**config.mk**
```make
export PLATFORM = sky130hd
export DESIGN_NAME = present80_enc_ctrl_flat
export DESIGN_NICKNAME = d
export VERILOG_FILES = /design/src/rtl/present80_pkg.sv /design/src/rtl/present80_enc_ctrl_if.sv /design/src/rtl/present80_round.sv /design/src/rtl/present80_enc_ctrl.sv /design/src/flat_wrapper.sv
export SDC_FILE = /design/constraint.sdc
export NUM_CORES = 1
export LEC_CHECK = 0
export ABC_AREA = 1
export ABC_CLOCK_PERIOD_IN_PS = 2740
export BUFFER_PORTS_ARGS = -buffer_cell sky130_fd_sc_hd__clkbuf_2
export CAP_MARGIN = 20
export CORE_MARGIN = 3
export CORE_UTILIZATION = 61
export CTS_CLUSTER_DIAMETER = 40
export DETAILED_ROUTE_END_ITERATION = 7
export GPL_TIMING_DRIVEN = 0
export PLACE_DENSITY = 0.9
export SLEW_MARGIN = 40
export SYNTH_ARGS = -nofsm -noshare
export SYNTH_HDL_FRONTEND = slang
export SYNTH_SLANG_ARGS = --single-unit
```
**constraint.sdc**
```tcl
create_clock -name wb_clk_i -period 2.74 [get_ports wb_clk_i]
set_input_delay 0.548 -clock wb_clk_i [delete_from_list [all_inputs] [get_ports wb_clk_i]]
set_output_delay 0.548 -clock wb_clk_i [all_outputs]
set_load 0.01 [all_outputs]
```
**src/rtl/present80_pkg.sv**
```systemverilog
// Shared definitions for the PRESENT-80 encryption controller: S-box table,
// pLayer bit permutation, FSM state encoding and control-word bit positions.
package present80_pkg;

  // PRESENT 4-bit S-box, indexed by the input nibble.
  localparam logic [3:0] SBOX [16] = '{
    4'hC, 4'h5, 4'h6, 4'hB, 4'h9, 4'h0, 4'hA, 4'hD,
    4'h3, 4'hE, 4'hF, 4'h8, 4'h4, 4'h7, 4'h1, 4'h2
  };

  // Control word bit positions (key[79:64] occupies ctrl[31:16]).
  localparam int CTRL_START     = 0;
  localparam int CTRL_ABORT     = 1;
  localparam int CTRL_STEP_MODE = 2;
  localparam int CTRL_STEP      = 3;

  typedef enum logic [2:0] {
    IDLE  = 3'd0,
    LOAD  = 3'd1,
    ROUND = 3'd2,
    FINAL = 3'd3,
    DONE  = 3'd4
  } fsm_state_e;

  // pLayer destination of bit i: (16*i) mod 63, with bit 63 fixed.
  // Because 64 == 1 (mod 63), multiplying a 6-bit index by 16 is a
  // 4-bit left rotation, which also maps 63 onto itself.
  function automatic logic [5:0] player(input logic [5:0] i);
    return {i[1:0], i[5:2]};
  endfunction

endpackage

```
**src/rtl/present80_enc_ctrl_if.sv**
```systemverilog
// Register-file side bus of the PRESENT-80 controller.
// master = Wishbone register file (drives operands/control, reads result)
// slave  = encryption controller.
// Protocol: there is no valid/ready pair. A job is requested by a rising edge
// of ctrl_i[0]; ctrl_i[1] high aborts a job in LOAD/ROUND. Completion is
// signalled by irq_o (one cycle) and the sticky done_o, with cipher_o valid
// while done_o is high.
interface present80_enc_ctrl_if;
  logic [63:0] key_i;
  logic [63:0] plain_i;
  logic [31:0] ctrl_i;
  logic [63:0] cipher_o;
  logic [31:0] status_o;
  logic        busy_o;
  logic        done_o;
  logic        irq_o;

  modport master (
    output key_i, plain_i, ctrl_i,
    input  cipher_o, status_o, busy_o, done_o, irq_o
  );

  modport slave (
    input  key_i, plain_i, ctrl_i,
    output cipher_o, status_o, busy_o, done_o, irq_o
  );
endinterface

```
**src/rtl/present80_round.sv**
```systemverilog
// One combinational PRESENT-80 round: addRoundKey, sBoxLayer, pLayer, plus
// the key-schedule update for round counter rc.
module present80_round
  import present80_pkg::*;
(
  input  logic [63:0] state,
  input  logic [79:0] key,
  input  logic [4:0]  rc,
  output logic [63:0] next_state,
  output logic [79:0] next_key
);

  logic [63:0] mixed;
  logic [63:0] subbed;
  logic [79:0] rotated;

  // Data path: round key addition, nibble substitution, bit permutation.
  always_comb begin
    mixed  = state ^ key[79:16];
    subbed = '0;
    for (int n = 0; n < 16; n++) begin
      subbed[4*n +: 4] = SBOX[mixed[4*n +: 4]];
    end
    next_state = '0;
    for (int b = 0; b < 64; b++) begin
      next_state[player(6'(b))] = subbed[b];
    end
  end

  // Key schedule: rotate left 61, S-box the top nibble, fold in rc.
  always_comb begin
    rotated         = {key[18:0], key[79:19]};
    next_key        = rotated;
    next_key[79:76] = SBOX[rotated[79:76]];
    next_key[19:15] = rotated[19:15] ^ rc;
  end

endmodule

```
**src/rtl/present80_enc_ctrl.sv**
```systemverilog
// PRESENT-80 encryption sequencer: one round per clock, 31 rounds followed by
// final key whitening. Optional feature macro: PRESENT80_STEP_EN (single-step
// rounds on rising edges of ctrl_i[3] while ctrl_i[2] is set).
module present80_enc_ctrl
  import present80_pkg::*;
#(
  parameter int ROUNDS = 31,
  parameter int BLK_W  = 64,
  parameter int KEY_W  = 80
) (
  input  logic                 wb_clk_i,
  input  logic                 wb_rst_ni,
  present80_enc_ctrl_if.slave  bus,
  output fsm_state_e           dbg_state
);

  localparam logic [4:0] LAST_RC = 5'(ROUNDS);

  fsm_state_e       fsm_q;
  logic [BLK_W-1:0] state_q;
  logic [BLK_W-1:0] cipher_q;
  logic [KEY_W-1:0] key_q;
  logic [4:0]       rc_q;
  logic             busy_q;
  logic             done_q;
  logic             err_q;
  logic             irq_q;
  logic             start_q;
  logic             start_edge;
  logic             abort;
  logic             advance;
  logic [BLK_W-1:0] rnd_state;
  logic [KEY_W-1:0] rnd_key;
  logic [4:0]       rnd;

  assign start_edge = bus.ctrl_i[CTRL_START] & ~start_q;
  assign abort      = bus.ctrl_i[CTRL_ABORT];

`ifdef PRESENT80_STEP_EN
  logic step_q;
  logic unused_ctrl;

  // History of the step bit for rising-edge detection.
  always_ff @(posedge wb_clk_i or negedge wb_rst_ni) begin
    if (!wb_rst_ni) step_q <= 1'b0;
    else            step_q <= bus.ctrl_i[CTRL_STEP];
  end

  assign advance     = ~bus.ctrl_i[CTRL_STEP_MODE] | (bus.ctrl_i[CTRL_STEP] & ~step_q);
  assign unused_ctrl = ^bus.ctrl_i[15:4];
`else
  logic unused_ctrl;

  assign advance     = 1'b1;
  assign unused_ctrl = ^bus.ctrl_i[15:2];
`endif

  present80_round u_round (
    .state      (state_q),
    .key        (key_q),
    .rc         (rc_q),
    .next_state (rnd_state),
    .next_key   (rnd_key)
  );

  // Sequencer: operand latch, round iteration, result publish, status flags.
  always_ff @(posedge wb_clk_i or negedge wb_rst_ni) begin
    if (!wb_rst_ni) begin
      fsm_q    <= IDLE;
      state_q  <= '0;
      key_q    <= '0;
      cipher_q <= '0;
      rc_q     <= 5'd1;
      busy_q   <= 1'b0;
      done_q   <= 1'b0;
      err_q    <= 1'b0;
      irq_q    <= 1'b0;
      start_q  <= 1'b0;
    end else begin
      start_q <= bus.ctrl_i[CTRL_START];
      irq_q   <= 1'b0;
      // A new request while a job is in flight is dropped but flagged.
      if (start_edge && fsm_q != IDLE) err_q <= 1'b1;
      case (fsm_q)
        IDLE: begin
          rc_q <= 5'd1;
          if (start_edge && !abort) begin
            fsm_q  <= LOAD;
            busy_q <= 1'b1;
          end
        end
        LOAD: begin
          rc_q <= 5'd1;
          if (abort) begin
            fsm_q  <= IDLE;
            busy_q <= 1'b0;
            done_q <= 1'b0;
          end else begin
            state_q <= bus.plain_i;
            key_q   <= {bus.ctrl_i[31:16], bus.key_i};
            done_q  <= 1'b0;
            err_q   <= 1'b0;
            fsm_q   <= ROUND;
          end
        end
        ROUND: begin
          if (abort) begin
            fsm_q  <= IDLE;
            busy_q <= 1'b0;
            done_q <= 1'b0;
            rc_q   <= 5'd1;
          end else if (advance) begin
            state_q <= rnd_state;
            key_q   <= rnd_key;
            // rc stops at the last round so it never wraps.
            if (rc_q == LAST_RC) fsm_q <= FINAL;
            else                 rc_q  <= rc_q + 5'd1;
          end
        end
        FINAL: begin
          cipher_q <= state_q ^ key_q[KEY_W-1 -: BLK_W];
          done_q   <= 1'b1;
          irq_q    <= 1'b1;
          fsm_q    <= DONE;
        end
        DONE: begin
          busy_q <= 1'b0;
          rc_q   <= 5'd1;
          fsm_q  <= IDLE;
        end
        default: fsm_q <= IDLE;
      endcase
    end
  end

  // Round number is reported only while a job is active so that the idle
  // status word reads all zeros.
  assign rnd = busy_q ? rc_q : 5'd0;

  assign bus.cipher_o = cipher_q;
  assign bus.status_o = {24'b0, rnd, err_q, done_q, busy_q};
  assign bus.busy_o   = busy_q;
  assign bus.done_o   = done_q;
  assign bus.irq_o    = irq_q;
  assign dbg_state    = fsm_q;

endmodule

```
**src/flat_wrapper.sv**
```systemverilog
// flat-port wrapper written by rule: the top's interface ports become plain ports
module present80_enc_ctrl_flat import present80_pkg::*;
#(
  parameter int ROUNDS = 31,
  parameter int BLK_W  = 64,
  parameter int KEY_W  = 80
)
  (wb_clk_i, wb_rst_ni, dbg_state, bus_key_i, bus_plain_i, bus_ctrl_i, bus_cipher_o, bus_status_o, bus_busy_o, bus_done_o, bus_irq_o);
  present80_enc_ctrl_if bus_i ();
  input  logic wb_clk_i;
  input  logic wb_rst_ni;
  output fsm_state_e dbg_state;
  input wire logic [$bits(bus_i.key_i)-1:0] bus_key_i;
  input wire logic [$bits(bus_i.plain_i)-1:0] bus_plain_i;
  input wire logic [$bits(bus_i.ctrl_i)-1:0] bus_ctrl_i;
  output wire logic [$bits(bus_i.cipher_o)-1:0] bus_cipher_o;
  output wire logic [$bits(bus_i.status_o)-1:0] bus_status_o;
  output wire logic [$bits(bus_i.busy_o)-1:0] bus_busy_o;
  output wire logic [$bits(bus_i.done_o)-1:0] bus_done_o;
  output wire logic [$bits(bus_i.irq_o)-1:0] bus_irq_o;
  assign bus_i.key_i = bus_key_i;
  assign bus_i.plain_i = bus_plain_i;
  assign bus_i.ctrl_i = bus_ctrl_i;
  assign bus_cipher_o = bus_i.cipher_o;
  assign bus_status_o = bus_i.status_o;
  assign bus_busy_o = bus_i.busy_o;
  assign bus_done_o = bus_i.done_o;
  assign bus_irq_o = bus_i.irq_o;
  present80_enc_ctrl #(.ROUNDS(ROUNDS), .BLK_W(BLK_W), .KEY_W(KEY_W)) u_core (.wb_clk_i(wb_clk_i), .wb_rst_ni(wb_rst_ni), .bus(bus_i), .dbg_state(dbg_state));
endmodule
```
==> qor_table.md <==
| Group | Result | This run |
| --- | --- | --- |
| routing | Total wire length after detailed routing | 54100 µm |
| logic synthesis | Compound-Gate Fraction of Synth Area | 13.4% |
| setup path | Critical path endpoint category | register |
| hold path | Type of the worst min-delay path | input pin to register |
| global route | Largest net degree at the start of global routing | 70 |
| setup path | Critical path startpoint category | register |
| status | Status | completed |
| power | Highest ir drop seen on vdd | 0.761 mV |
| hold path | Worst Hold Path Cells | 1 |
| setup path | Worst reg2reg path endpoint | u_core.state_q[10] |
| sta | Unrepaired setup endpoints after global routing | false |
| setup path | WP data arrival | 2.65 ns |
| placed design | Final weighted congestion in routability-driven placement | 1.04 |
| global route | First-pass GRT wire length | 82700 µm |
| sta | Highest clock frequency the design can meet | 443 MHz |
| sta | Actual transition at the worst max-transition pin | 0.893 ns |
| logic synthesis | Synth Area in Simple Gates | 28.2% |
| sta | Final worst-path setup slack | 0.483 ns |
| global route | Global Route met3 Usage | 9.37% |
| clock network | Insertion delay of the later-clocked pin in the worst-skew pair | 0.53 ns |
| clock network | Number of buffers created by CTS | 40 |
| global route | Number of antenna violations at the first check in global routing | 1 |
| clock network | Clock tree buffer depth | 3 |
| final layout | Number of fill cells in the layout | 1709 |
| setup path | Number of cell instances on the worst register-to-register path | 8 |
| logic synthesis | Mux cell area share after synthesis | 0% |
| clock network | # resized after CTS | 0 |
| hold path | Worst hold start | bus_ctrl_i[0] |
| floorplan | Initial Util | 62.5% |
| floorplan | Die width | 159 µm |
| sta | Period Utilization, post-route | 82.4% |
| clock network | Postcts setup bufs | 0 |
| setup path | Category of the most critical setup path | register to register |
| floorplan | Std-Cell Rows | 55 |
| routing | Routed len/inst | 20.6 µm |
| routing | DR vias | 15400 |
| floorplan | Y dimension of the die | 159 µm |
| logic synthesis | Xor-xnor portion of the synthesized cell area | 2.40% |
| logic synthesis | Count of state elements after synthesis | 221 |
| logic synthesis | Gate count after technology mapping | 1985 |
| routing | First-pass iteration count of the detailed router | 6 |
| logic synthesis | Register area share after synthesis | 38.9% |
| global route | Overflow after GRT | 0 |
| power | Pwr dens | 1410 nW/µm² |
| final layout | Final std cell area, no fill | 17300 µm² |
| routing | Residual DRC | 0 |
| sta | Final count of negative-setup-slack endpoints | 0 |
| clock network | H-tree depth | 2 |
| logic synthesis | Synthesized area divided by synthesized cell count | 7.17 µm² |
| floorplan | Number of placed I/O pins | 264 |
| logic synthesis | Post-synthesis share of cell area spent on full adders, half adders and majority gates | 7.65% |
| sta | Worst slew margin relative to its limit | 40.4% |
| routing | Iteration-0 DRC Markers | 2137 |
| final layout | N_diodes | 0 |
| sta | Fin. Hold Viols | 0 |
| placed design | Placed wire-length estimate | 40300 µm |
| final layout | Layout cell share with drive strength beyond 1 | 16.5% |
| placed design | Post-Place Cell Area | 15900 µm² |
| routing | Average via count per standard cell | 5.86 |
| job | Maximum capacitance violations | 0 |
| logic synthesis | Post-synth cell types | 29 |
| placed design | Pre-CTS setup slack | 0.592 ns |
| power | Leakage | 0.00927 µW |
| floorplan | Core area | 22800 µm² |
| final layout | Storage element area | 5530 µm² |
| sta | Final Slew Violations | 0 |
| global route | M1 GR Usage | 54.3% |
| global route | Overall Global Routing Usage | 42.1% |
| setup path | Worst-path maximum fanout | 10 |
| final layout | Multi-input gate area | 7440 µm² |
| sta | Setup TNS after final layout | 0 ns |
| clock network | Clock input transition at the sequential cells of the worst setup and hold paths | 0.05 ns |
| sta | Post-layout minimum cycle time | 2.26 ns |
| clock network | Sink count of the clock tree | 221 |
| setup path | Launch point of the worst reg-to-reg path | u_core.dbg_state[0] |
| global route | Peak-usage layer in the global routing report | met2 |
| placed design | Port-buffer cells | 225 |
| logic synthesis | Number of warnings reported in the yosys synthesis log | 0 |
| sta | Worst Skew | 0.0219 ns |
| final layout | Number of nets in the final layout | 2528 |
| setup path | Required time of the critical path | 3.14 ns |
| global route | Fraction of met2 tracks used by global routing | 66.1% |
| final layout | Area growth, synth to finish | 21.9% |
| routing | Remaining number of nets flagged by the antenna check after routing | 0 |
| global route | Via count of the first global-routing pass | 14800 |
| hold path | End point of the most critical hold path | u_core.start_q |
| logic synthesis | Netlist area before placement | 14200 µm² |
| setup path | Register-to-Register Setup Slack | 0.48 ns |
| clock network | TritonCTS clock tree | built |
| logic synthesis | Main combinational cell family by area after synthesis | simple AND/OR/NAND/NOR gates |
| floorplan | Area enclosed by the die boundary | 25200 µm² |
| clock network | Root Buffer | clkbuf_16 |
[placed cells by master (no fill, tap or decap), drive strengths merged, types with 28 or more instances in the layout]
master    n
buf      72
nor2     46
o211ai   74
nand2   777
dfrtp   220
clkbuf  308
o21ai   199
nand3   175
inv     203
ha       87
o21a     28
[through the flow]
step	total power (µW)	util [%]	cells	hold slack [ns]
global route	26300	76.1	2621	0.153
floorplan	14600	-	2008	0.252
detailed placement	18600	69.9	2549	0.470
CTS	24000	76.1	2621	0.142
finish	24500	76.1	2621	0.141
global placement	18200	69.5	2546	0.464
[worst max path at each step]
stage	startpoint	end
floorplan	u_core.rc_q[0]	u_core.rc_q[1]
global placement	wb_rst_ni	u_core.bus.cipher_o[50]
detailed placement	bus_ctrl_i[1]	u_core.state_q[39]
CTS	u_core.dbg_state[2]	u_core.state_q[10]
global route	u_core.dbg_state[2]	u_core.state_q[25]
finish	u_core.dbg_state[0]	u_core.state_q[10]
[cells in the mapped netlist, drive strengths merged]
cell,n,share of area [%]
ha,87,7.7
xnor2,21,1.3
nand4,1,0.044
buf,69,3.2
conb,1,0.026
nand3,175,6.2
or2,1,0.044
a21oi,24,0.84
o21a,28,1.5
inv,201,5.3
a22oi,1,0.053
dfstp,1,0.18
dfrtp,220,39
o21ai,199,7.0
clkbuf,36,0.95
a31oi,2,0.088
nand2,777,21
nor2,46,1.2
nor3,3,0.14
xor2,18,1.1
o211ai,74,3.9
[registers in the layout, indices dropped and copies added (netlist names)]
name,count
u_core.bus.busy_o,1
u_core.bus.cipher_o,64
u_core.bus.done_o,1
u_core.bus.irq_o,1
u_core.dbg_state,3
u_core.err_q,1
u_core.key_q,80
u_core.rc_q,5
u_core.start_q,1
u_core.state_q,64
[cells by family (layout without fill, tap and decap cells)]
group / after synthesis / after routing
adders and majority gates: 87 / 87
AOI/OAI and AO/OA: 328 / 328
other: 1 / 24
buffers and inverters: 306 / 606
xor gates and xnor gates: 39 / 39
DFF: 221 / 221
and+or+nand+nor: 1003 / 1003
[critical path, cell delays in order (launching register included)]
cell,delay [ns]
dfrtp_1,0.44
inv_2,0.14
nand3_4,0.14
inv_2,0.14
buf_4,0.20
buf_2,0.41
nand3_1,0.34
nand2_1,0.22
nand2_1,0.09
[final cells by class]
cell class / count / area share [%]
plain buffers: 105 / 3.37
clock buffers: 47 / 6.28
clock inverters: 24 / 1.82
inverters: 201 / 4.35
multi-input cells: 1481 / 42.9
flip-flops and latches: 221 / 31.9
well taps: 313 / 2.26
repair buffers: 229 / 7.08
[repair_timing]
action                                  4_1_cts  5_1_grt
endpoints found under the setup margin        0        0
hold buffers                                  1        0
hold endpoints to repair                     26        0
[layer usage]
metal | wire length (µm) | vias to the layer above
met1 | 20200 | 7170
met4 | 3720 | 0
li1 | - | 6911
met5 | 0 | -
met3 | 6300 | 240
met2 | 23900 | 1029
[where the power goes]
group	internal, µW	switching [µW]	leakage (µW)
registers	4800	1440	0.00273
clock network	3420	1820	0.000660
logic	4120	8870	0.00588
Power figures use the tool's default switching activity.
